==> src/rtl/accum_readout_pkg.sv <==
// Shared types and widths for the accumulator frame controller and its mean scaler.
package accum_readout_pkg;

   localparam int unsigned ACC_W  = 32;
   localparam int unsigned CNT_W  = 10;
   localparam int unsigned SAMP_W = 16;
   localparam int unsigned SEQ_W  = 8;

   typedef enum logic [1:0] {
      StClear = 2'd0,
      StAccum = 2'd1,
      StWait  = 2'd2
   } state_e;

   // Number of samples in one frame, sized to the accumulator counter.
   function automatic logic [CNT_W-1:0] frame_len(input int unsigned log2_n);
      frame_len = CNT_W'(1) << log2_n;
   endfunction

endpackage

==> src/rtl/accum_mean_scale.sv <==
// Converts a 2^LOG2_N-sample sum into a 16-bit mean, saturating when the mean
// does not fit.
module accum_mean_scale
   import accum_readout_pkg::*;
#(
   parameter int unsigned LOG2_N = 8
) (
   input  logic [ACC_W-1:0]  accum_i,
   output logic [SAMP_W-1:0] mean_o,
   output logic              sat_o
);

   logic [ACC_W-1:0] shifted;

   assign shifted = accum_i >> LOG2_N;

   // Any surviving bit above the sample width (including accum[31]) means overflow.
   always_comb begin
      sat_o  = |shifted[ACC_W-1:SAMP_W];
      mean_o = sat_o ? {SAMP_W{1'b1}} : shifted[SAMP_W-1:0];
   end

endmodule

==> src/rtl/accum_readout.sv <==
// Frame controller for the sample accumulator: admits one frame of samples, captures
// the mean into a valid/ready output register, then clears the accumulator.
module accum_readout
   import accum_readout_pkg::*;
#(
   parameter int unsigned LOG2_N = 8
) (
   input  logic              clk_i,
   input  logic              rst_ni,
   input  logic              enable_i,
   input  logic              in_valid_i,
   output logic              in_ready_o,
   output logic              acc_ce_o,
   output logic              acc_clear_o,
   input  logic [ACC_W-1:0]  accum_i,
   input  logic [CNT_W-1:0]  counter_i,
   output logic [SAMP_W-1:0] out_data_o,
   output logic              out_sat_o,
   output logic [SEQ_W-1:0]  out_seq_o,
   output logic              out_valid_o,
   input  logic              out_ready_i
);

   localparam logic [CNT_W-1:0] FrameLen = frame_len(LOG2_N);

   state_e            state_q, state_d;
   logic              acc_clear_q, acc_clear_d;
   logic              out_valid_q, out_valid_d;
   logic [SAMP_W-1:0] out_data_q, out_data_d;
   logic              out_sat_q, out_sat_d;
   logic [SEQ_W-1:0]  out_seq_q, out_seq_d;
   logic [SEQ_W-1:0]  load_cnt_q, load_cnt_d;

   logic              frame_done;
   logic              can_load;
   logic              load;
   logic [SAMP_W-1:0] mean;
   logic              mean_sat;

   accum_mean_scale #(
      .LOG2_N (LOG2_N)
   ) u_mean_scale (
      .accum_i (accum_i),
      .mean_o  (mean),
      .sat_o   (mean_sat)
   );

   assign frame_done = (counter_i == FrameLen);
   assign can_load   = !out_valid_q || out_ready_i;
   assign in_ready_o = (state_q == StAccum) && enable_i && !frame_done;
   assign acc_ce_o   = in_valid_i && in_ready_o;

   // A completed frame takes priority over a dropped enable so it is never lost.
   always_comb begin
      state_d = state_q;
      load    = 1'b0;
      unique case (state_q)
         StClear: begin
            if (enable_i) begin
               state_d = StAccum;
            end
         end
         StAccum: begin
            if (frame_done) begin
               if (can_load) begin
                  load    = 1'b1;
                  state_d = StClear;
               end else begin
                  state_d = StWait;
               end
            end else if (!enable_i) begin
               state_d = StClear;
            end
         end
         StWait: begin
            if (can_load) begin
               load    = 1'b1;
               state_d = StClear;
            end
         end
         default: state_d = StClear;
      endcase
   end

   always_comb begin
      acc_clear_d = (state_d == StClear);
      out_valid_d = out_valid_q;
      out_data_d  = out_data_q;
      out_sat_d   = out_sat_q;
      out_seq_d   = out_seq_q;
      load_cnt_d  = load_cnt_q;
      if (out_valid_q && out_ready_i) begin
         out_valid_d = 1'b0;
      end
      // A load in the same cycle as a transfer overrides the clear above.
      if (load) begin
         out_valid_d = 1'b1;
         out_data_d  = mean;
         out_sat_d   = mean_sat;
         out_seq_d   = load_cnt_q;
         load_cnt_d  = load_cnt_q + 1'b1;
      end
   end

   always_ff @(posedge clk_i or negedge rst_ni) begin
      if (!rst_ni) begin
         state_q     <= StClear;
         acc_clear_q <= 1'b1;
         out_valid_q <= 1'b0;
         out_data_q  <= '0;
         out_sat_q   <= 1'b0;
         out_seq_q   <= '0;
         load_cnt_q  <= '0;
      end else begin
         state_q     <= state_d;
         acc_clear_q <= acc_clear_d;
         out_valid_q <= out_valid_d;
         out_data_q  <= out_data_d;
         out_sat_q   <= out_sat_d;
         out_seq_q   <= out_seq_d;
         load_cnt_q  <= load_cnt_d;
      end
   end

   assign acc_clear_o = acc_clear_q;
   assign out_valid_o = out_valid_q;
   assign out_data_o  = out_data_q;
   assign out_sat_o   = out_sat_q;
   assign out_seq_o   = out_seq_q;

endmodule
==> config.mk <==
export PLATFORM = sky130hd
export DESIGN_NAME = accum_readout
export DESIGN_NICKNAME = d
export VERILOG_FILES = /design/src/rtl/accum_readout_pkg.sv /design/src/rtl/accum_mean_scale.sv /design/src/rtl/accum_readout.sv
export SDC_FILE = /design/constraint.sdc
export NUM_CORES = 1
export LEC_CHECK = 0
export BUFFER_PORTS_ARGS = -buffer_cell sky130_fd_sc_hd__buf_2
export CORE_MARGIN = 1.5
export CORE_UTILIZATION = 48
export CTS_CLUSTER_DIAMETER = 60
export DETAILED_ROUTE_END_ITERATION = 10
export HOLD_SLACK_MARGIN = 0.1
export PLACE_DENSITY = 0.83
export SYNTH_ARGS = -nofsm -noshare
export SYNTH_HDL_FRONTEND = slang
export SYNTH_HIERARCHICAL = 1
export SYNTH_SLANG_ARGS = --single-unit
==> constraint.sdc <==
create_clock -name clk_i -period 2.15 [get_ports clk_i]
set_input_delay 0.3225 -clock clk_i [delete_from_list [all_inputs] [get_ports clk_i]]
set_output_delay 0.3225 -clock clk_i [all_outputs]
set_load 0.02 [all_outputs]
* Yosys cells after proc, flatten, opt, wreduce, memory -nomap -nowiden
Index checks and enable logic that the tools add are counted.
** Storage, ports and cells
- Register bits :: 37
- Memory bits (read-only) :: 0
- Latch bits :: 0
- Input port bits :: 47
- Memories :: 0
- Memory bits (writable) :: 0
** Operators by class
- Bitwise logic cells :: 0
- Mux-type cells :: 12
- Multiply operators :: 0
- Equal/unequal tests :: 3
- Reduce and logical (&&, ||, !) cells :: 11
- Shifts and indexed selects :: 0
- Divide/modulo/power cells :: 0
- Order comparisons :: 0
- $add $sub $neg :: 1
** Operators with widths (number)
- $mux 16 :: 1
- $eq 10x9->1 const B :: 1
- $mux 2 :: 5
- $add 8x1->8 const B :: 1
- $reduce_or 8->1 :: 1
- $pmux 2 s3 :: 1
- $logic_and 1x1->1 :: 4
- $logic_not 2->1 :: 2
- $mux 1 :: 4
- $eq 2x1->1 const B :: 1
- $eq 2x2->1 const B :: 1
- $logic_not 1->1 :: 2
- $pmux 1 s2 :: 1
- $reduce_bool 2->1 :: 1
- $logic_or 1x1->1 :: 1

* Logic depth before layout (Yosys ltp)
- Word-level depth :: 6
- Gate-level depth with buffers :: 6

* Cells and area by module
Netlist, hierarchy kept.
** Modules (own cells, without submodules)
- accum_readout :: instances 1, cells each 121, area each 1679.1 um2
- accum_mean_scale :: instances 1, cells each 21, area each 171.4 um2

* Least setup slack after synthesis
Ideal clock, no wire load.
- Path type :: register to output
- Start :: reg state_q[1]
- End :: out acc_ce_o
- Path buffers :: 0
- Cell stages (with the launch flop) :: 6
- Arrival time :: 1.559 ns
- Path slack :: 0.269 ns
- Required time :: 1.827 ns
- Path through :: dfrtp_1 inv_1 ha_1 nand2_1 a31oi_1 and2_1
** On the way
- Cells in the longest elaborated chain, start to end :: 4
** Ends and longest elaborated chain
- from (decl) :: line accum_readout.sv:26 : state_e state_q, state_d;
- from (signal assigned) :: line accum_readout.sv:107 : state_q <= StClear;
- from (signal assigned) :: line accum_readout.sv:115 : state_q <= state_d;
- $eq 2x1->1 :: line accum_readout.sv:50 : assign in_ready_o = (state_q == StAccum) && enable_i && !frame_done;
- $logic_and 1x1->1 (2 in a row) :: line accum_readout.sv:50
- net in_ready_o :: line accum_readout.sv:12 : output logic in_ready_o,
- $logic_and 1x1->1 :: line accum_readout.sv:51 : assign acc_ce_o = in_valid_i && in_ready_o;
- to (decl) :: line accum_readout.sv:13 : output logic acc_ce_o,
The timed path passes the listed nets, and every way through them passes these cells.

* Worst setup path in the final report
- Start :: reg state_q[1]
- End :: out acc_ce_o
** On the way
- Cells in the longest elaborated chain, start to end :: 4
** Ends and longest elaborated chain (line)
- $eq 2x1->1 :: accum_readout.sv:50
- $logic_and 1x1->1 (2 in a row) :: accum_readout.sv:50
- $logic_and 1x1->1 :: accum_readout.sv:51
Every way passes these cells.

==> summary.md <==
### Yosys
- Synth top area share: 48.7%
- post-synthesis share of cell area spent on and, or, nand and nor gates: 20.0%
- area leader, netlist: sky130_fd_sc_hd__dfrtp_1
- share of the yosys chip area belonging to registers: 50.1%
- ranking of synthesized cells by instance count: 36 x sky130_fd_sc_hd__dfrtp_1, 22 x sky130_fd_sc_hd__mux2_1, 17 x sky130_fd_sc_hd__nand3b_1, 7 x sky130_fd_sc_hd__xor2_1, 6 x sky130_fd_sc_hd__nor3_1
- fraction of the mapped netlist area in compound gates: 4.12%
- synthesized area per cell: 13.0 µm²
- post-synthesis share of cell area spent on full adders, half adders and majority gates: 3.38%
- top area cells in the synthesized netlist: sky130_fd_sc_hd__dfrtp_1 49%, sky130_fd_sc_hd__mux2_1 13%, sky130_fd_sc_hd__nand3b_1 6.9%
- number of synthesis warnings: 6
- most used standard cell by instance count after synthesis: sky130_fd_sc_hd__dfrtp_1
- Post-Synthesis Net Count: 194
- FFs w/ async S/R, synth: 100%
- commonest register cell after synthesis: sky130_fd_sc_hd__dfrtp_1
- post-synthesis instance total: 142
- Post-Syn Area: 1850 µm²
- largest family of logic cells by synthesized area: simple AND/OR/NAND/NOR gates
- number of distinct library cells after synthesis: 28
- number of synthesized register bits: 37
- portion of netlist area occupied by mux cells: 15.8%
- number of synthesized flops with an enable pin: 0
- Post-Synth XOR/XNOR Area: 3.31%

### STA
- unrepaired setup endpoints after global routing: false
- setup-violating endpoint count in the final report: 0
- Worst Skew: 5.65 ps
- Pins Over Slew Limit: 0
- final critical path time including I/O delays and setup: 2020 ps
- Slew HR: 48.1%
- TNS Setup: 0 ps
- period utilization: 94.0%
- slew at the pin closest to its max-slew limit: 778 ps
- number of hold-slack violations in the final timing report: 0
- maximum clock rate: 0.495 GHz

### Global routing
- met2 Usage GRT: 34.0%
- met1 routing resource usage after global routing: 20.5%
- most utilized layer in the global route result: met2
- first-pass GRT wire length: 6.07 mm
- vias in the first global route: 1433
- total gr overflow: 0
- initial antenna violation count: 0
- pin count of the biggest net entering global routing: 38
- met3 demand-to-capacity share in global routing: 5.99%
- total track usage: 18.6%

### Routing
- remaining routing DRC violations: 0
- Pre-Repair DR Iteration Count: 4
- wire length per cell after detailed routing: 13.4 µm
- post-detailed-routing wire length: 3.53 mm
- number of DRC markers after the initial detailed-route iteration: 32
- total number of vias: 1390
- post-detailed-route count of antenna-violating nets: 0
- post-DR vias/cell: 5.27

### Clock network
- worst-case clock buffer depth: 2
- CTS H-tree lvls: 2
- insertion delay of the later-clocked pin in the worst-skew pair: 290 ps
- TritonCTS Buffers: 5
- clock transition time at the flip-flop clock pins of the worst setup and hold paths: 70 ps
- TritonCTS clock tree: yes
- CTS Root Cell: sky130_fd_sc_hd__clkbuf_8
- clock sink count: 37
- number of buffers inserted for hold repair after clock tree synthesis: 0

### Pwr
- combinational share of power: 16.8%
- largest vdd supply drop: 478 µV
- Power Dens Cells: 689 nW/µm²
- Net Switching: 0.000420 W
- share of total power in the clock network: 37.3%
- Cell Int Power: 0.00121 W
- power share of the sequential group: 45.9%
- standby leakage power: 1.26 nW
- total design power: 0.00163 W
- switch share: 25.8%

### Floorplan
- area of the die: 4240 µm²
- horizontal extent of the die: 65.1 µm
- core outline area: 3690 µm²
- Initial Util: 50.2%
- number of placed I/O pins: 76
- Vert. Die Dim: 65.1 µm
- row cnt: 22

### Setup path
- slowest cell on the critical path: sky130_fd_sc_hd__dfrtp_1
- cells traversed along the worst timing path: inv_1 -> ha_1 -> nand2_1 -> a31oi_2 -> and2_1 -> buf_2
- Worst Path Max Fanout: 4
- class of the most critical setup path: reg -> out
- WP data required: 1830 ps
- type of origin of the critical path: flop
- Worst path max stage delay: 410 ps
- worst endpoint data arrival time: 1700 ps
- critical path endpoint category: output pin

### Final layout
- filler cell count in the final layout: 325
- number of antenna repair diodes: 0
- count of nets after finishing: 267
- area added between synthesis and finish: 27.7%
- fraction of final layout cells with drive strength greater than 1: 42.1%

### Run status
- run status: completed

### Min path
- worst min path class: in -> async

### Placement
- estimated wirelength of the detail-placed design: 2.66 mm
- count of buffers from port buffering: 67
- final RePlAce weighted congestion: 0.738

### Flow run
- # Max-Cap Violations: 0

-- cell usage in the layout (no fill, tap or decap), types with 2 or more instances in the layout --
cell type | Yosys | final
sky130_fd_sc_hd__nand2b_1 | 3 | 3
sky130_fd_sc_hd__o21ai_0 | 2 | 2
sky130_fd_sc_hd__nand4_1 | 5 | 5
sky130_fd_sc_hd__xor2_1 | 7 | 7
sky130_fd_sc_hd__ha_1 | 5 | 5
sky130_fd_sc_hd__nor4_2 | 3 | 3
sky130_fd_sc_hd__mux2_1 | 22 | 22
sky130_fd_sc_hd__inv_1 | 3 | 3
sky130_fd_sc_hd__buf_4 | 0 | 3
sky130_fd_sc_hd__nor2_1 | 3 | 3
sky130_fd_sc_hd__and2_1 | 2 | 2
sky130_fd_sc_hd__clkbuf_8 | 0 | 6
sky130_fd_sc_hd__mux2_2 | 4 | 4
sky130_fd_sc_hd__nor4_4 | 2 | 2
sky130_fd_sc_hd__nand3_1 | 2 | 2
sky130_fd_sc_hd__a21oi_1 | 3 | 3
sky130_fd_sc_hd__nand2_1 | 4 | 4
sky130_fd_sc_hd__nor3_1 | 6 | 6
sky130_fd_sc_hd__nand3b_1 | 17 | 17
sky130_fd_sc_hd__buf_2 | 0 | 67
sky130_fd_sc_hd__dfrtp_1 | 36 | 36
-- final cells by class --
type,instances,area [µm²],share of cell area (%)
flip-flops and latches,37,927,39.2
multi-input cells,97,870,36.8
inverters,3,11.3,0.477
clock buffers,7,86.3,3.65
repair buffers,71,378,16.0
clock inverters,1,30.0,1.27
well taps,48,60.1,2.54
-- sequential cells by signal, indices dropped and copies added (netlist names) --
signal       cells
load_cnt_q       8
state_q          2
out_sat_o        1
out_data_o      16
out_valid_o      1
out_seq_o        8
acc_clear_o      1
-- worst max-delay path: cells and delay by family, from the launching register on --
family,cells,cell delay (ps)
adder cells (fa/ha/maj),1,250
flip-flops,1,410
AO/OA/AOI/OAI,1,230
AND/OR/NAND/NOR,2,280
buffers and inverters,2,250
-- path summary, 6_finish.rpt --
kind / startpoint / slack (ps) / depth (start not counted) / end
max: state_q[1] / 130 / 6 / acc_ce_o
min: rst_ni / 100 / 1 / out_data_o[14]
max reg2reg: state_q[0] / 270 / 6 / out_seq_o[6]
min reg2reg: load_cnt_q[7] / 480 / 1 / load_cnt_q[7]
max in group asynchronous: rst_ni / 1540 / 1 / load_cnt_q[3]
min in group clk_i: accum_i[19] / 330 / 3 / out_data_o[11]
-- cells by family after synthesis --
group | count (synthesis)
flops | 37
fa+ha+maj | 5
mux | 26
xor+xnor | 7
compound gates | 9
simple gates | 50
buf+inv | 8
-- layer usage --
metal / share of wire [%] / vias to the layer above / wire length [µm]
met3: 7.5 / 7 / 266
met4: 1.3 / 0 / 46
met5: 0 / - / 0
met1: 42 / 668 / 1470
met2: 49 / 49 / 1750
li1: - / 666 / -
-- power by group through the flow --
stage	clock, W	combinational [W]	sequential [W]
2_1_floorplan	0	0.000147	0.000780
3_3_place_gp	0	0.000265	0.000759
3_5_place_dp	0	0.000273	0.000760
4_1_cts	0.000621	0.000273	0.000747
5_1_grt	0.000654	0.000300	0.000749
6_report	0.000608	0.000273	0.000748
-- repair_timing --
item / 4_1_cts / 5_1_grt
setup buffers: 0 / 0
resized for setup: 0 / 1
endpoints found under the hold margin: 0 / 0
setup endpoints to repair: 0 / 1
-- metrics by stage --
stage	instance area, µm²	hold slack [ps]	instances	setup WS [ps]	utilization, %
global placement	2240	453	256	245	60.7
detailed placement	2240	464	256	192	60.7
finish	2360	104	264	129	64.0
CTS	2360	146	264	56.9	63.9
global route	2360	171	264	11.3	64.0
floorplan	1850	26.9	142	269	-
(Power assumes the default switching activity.)
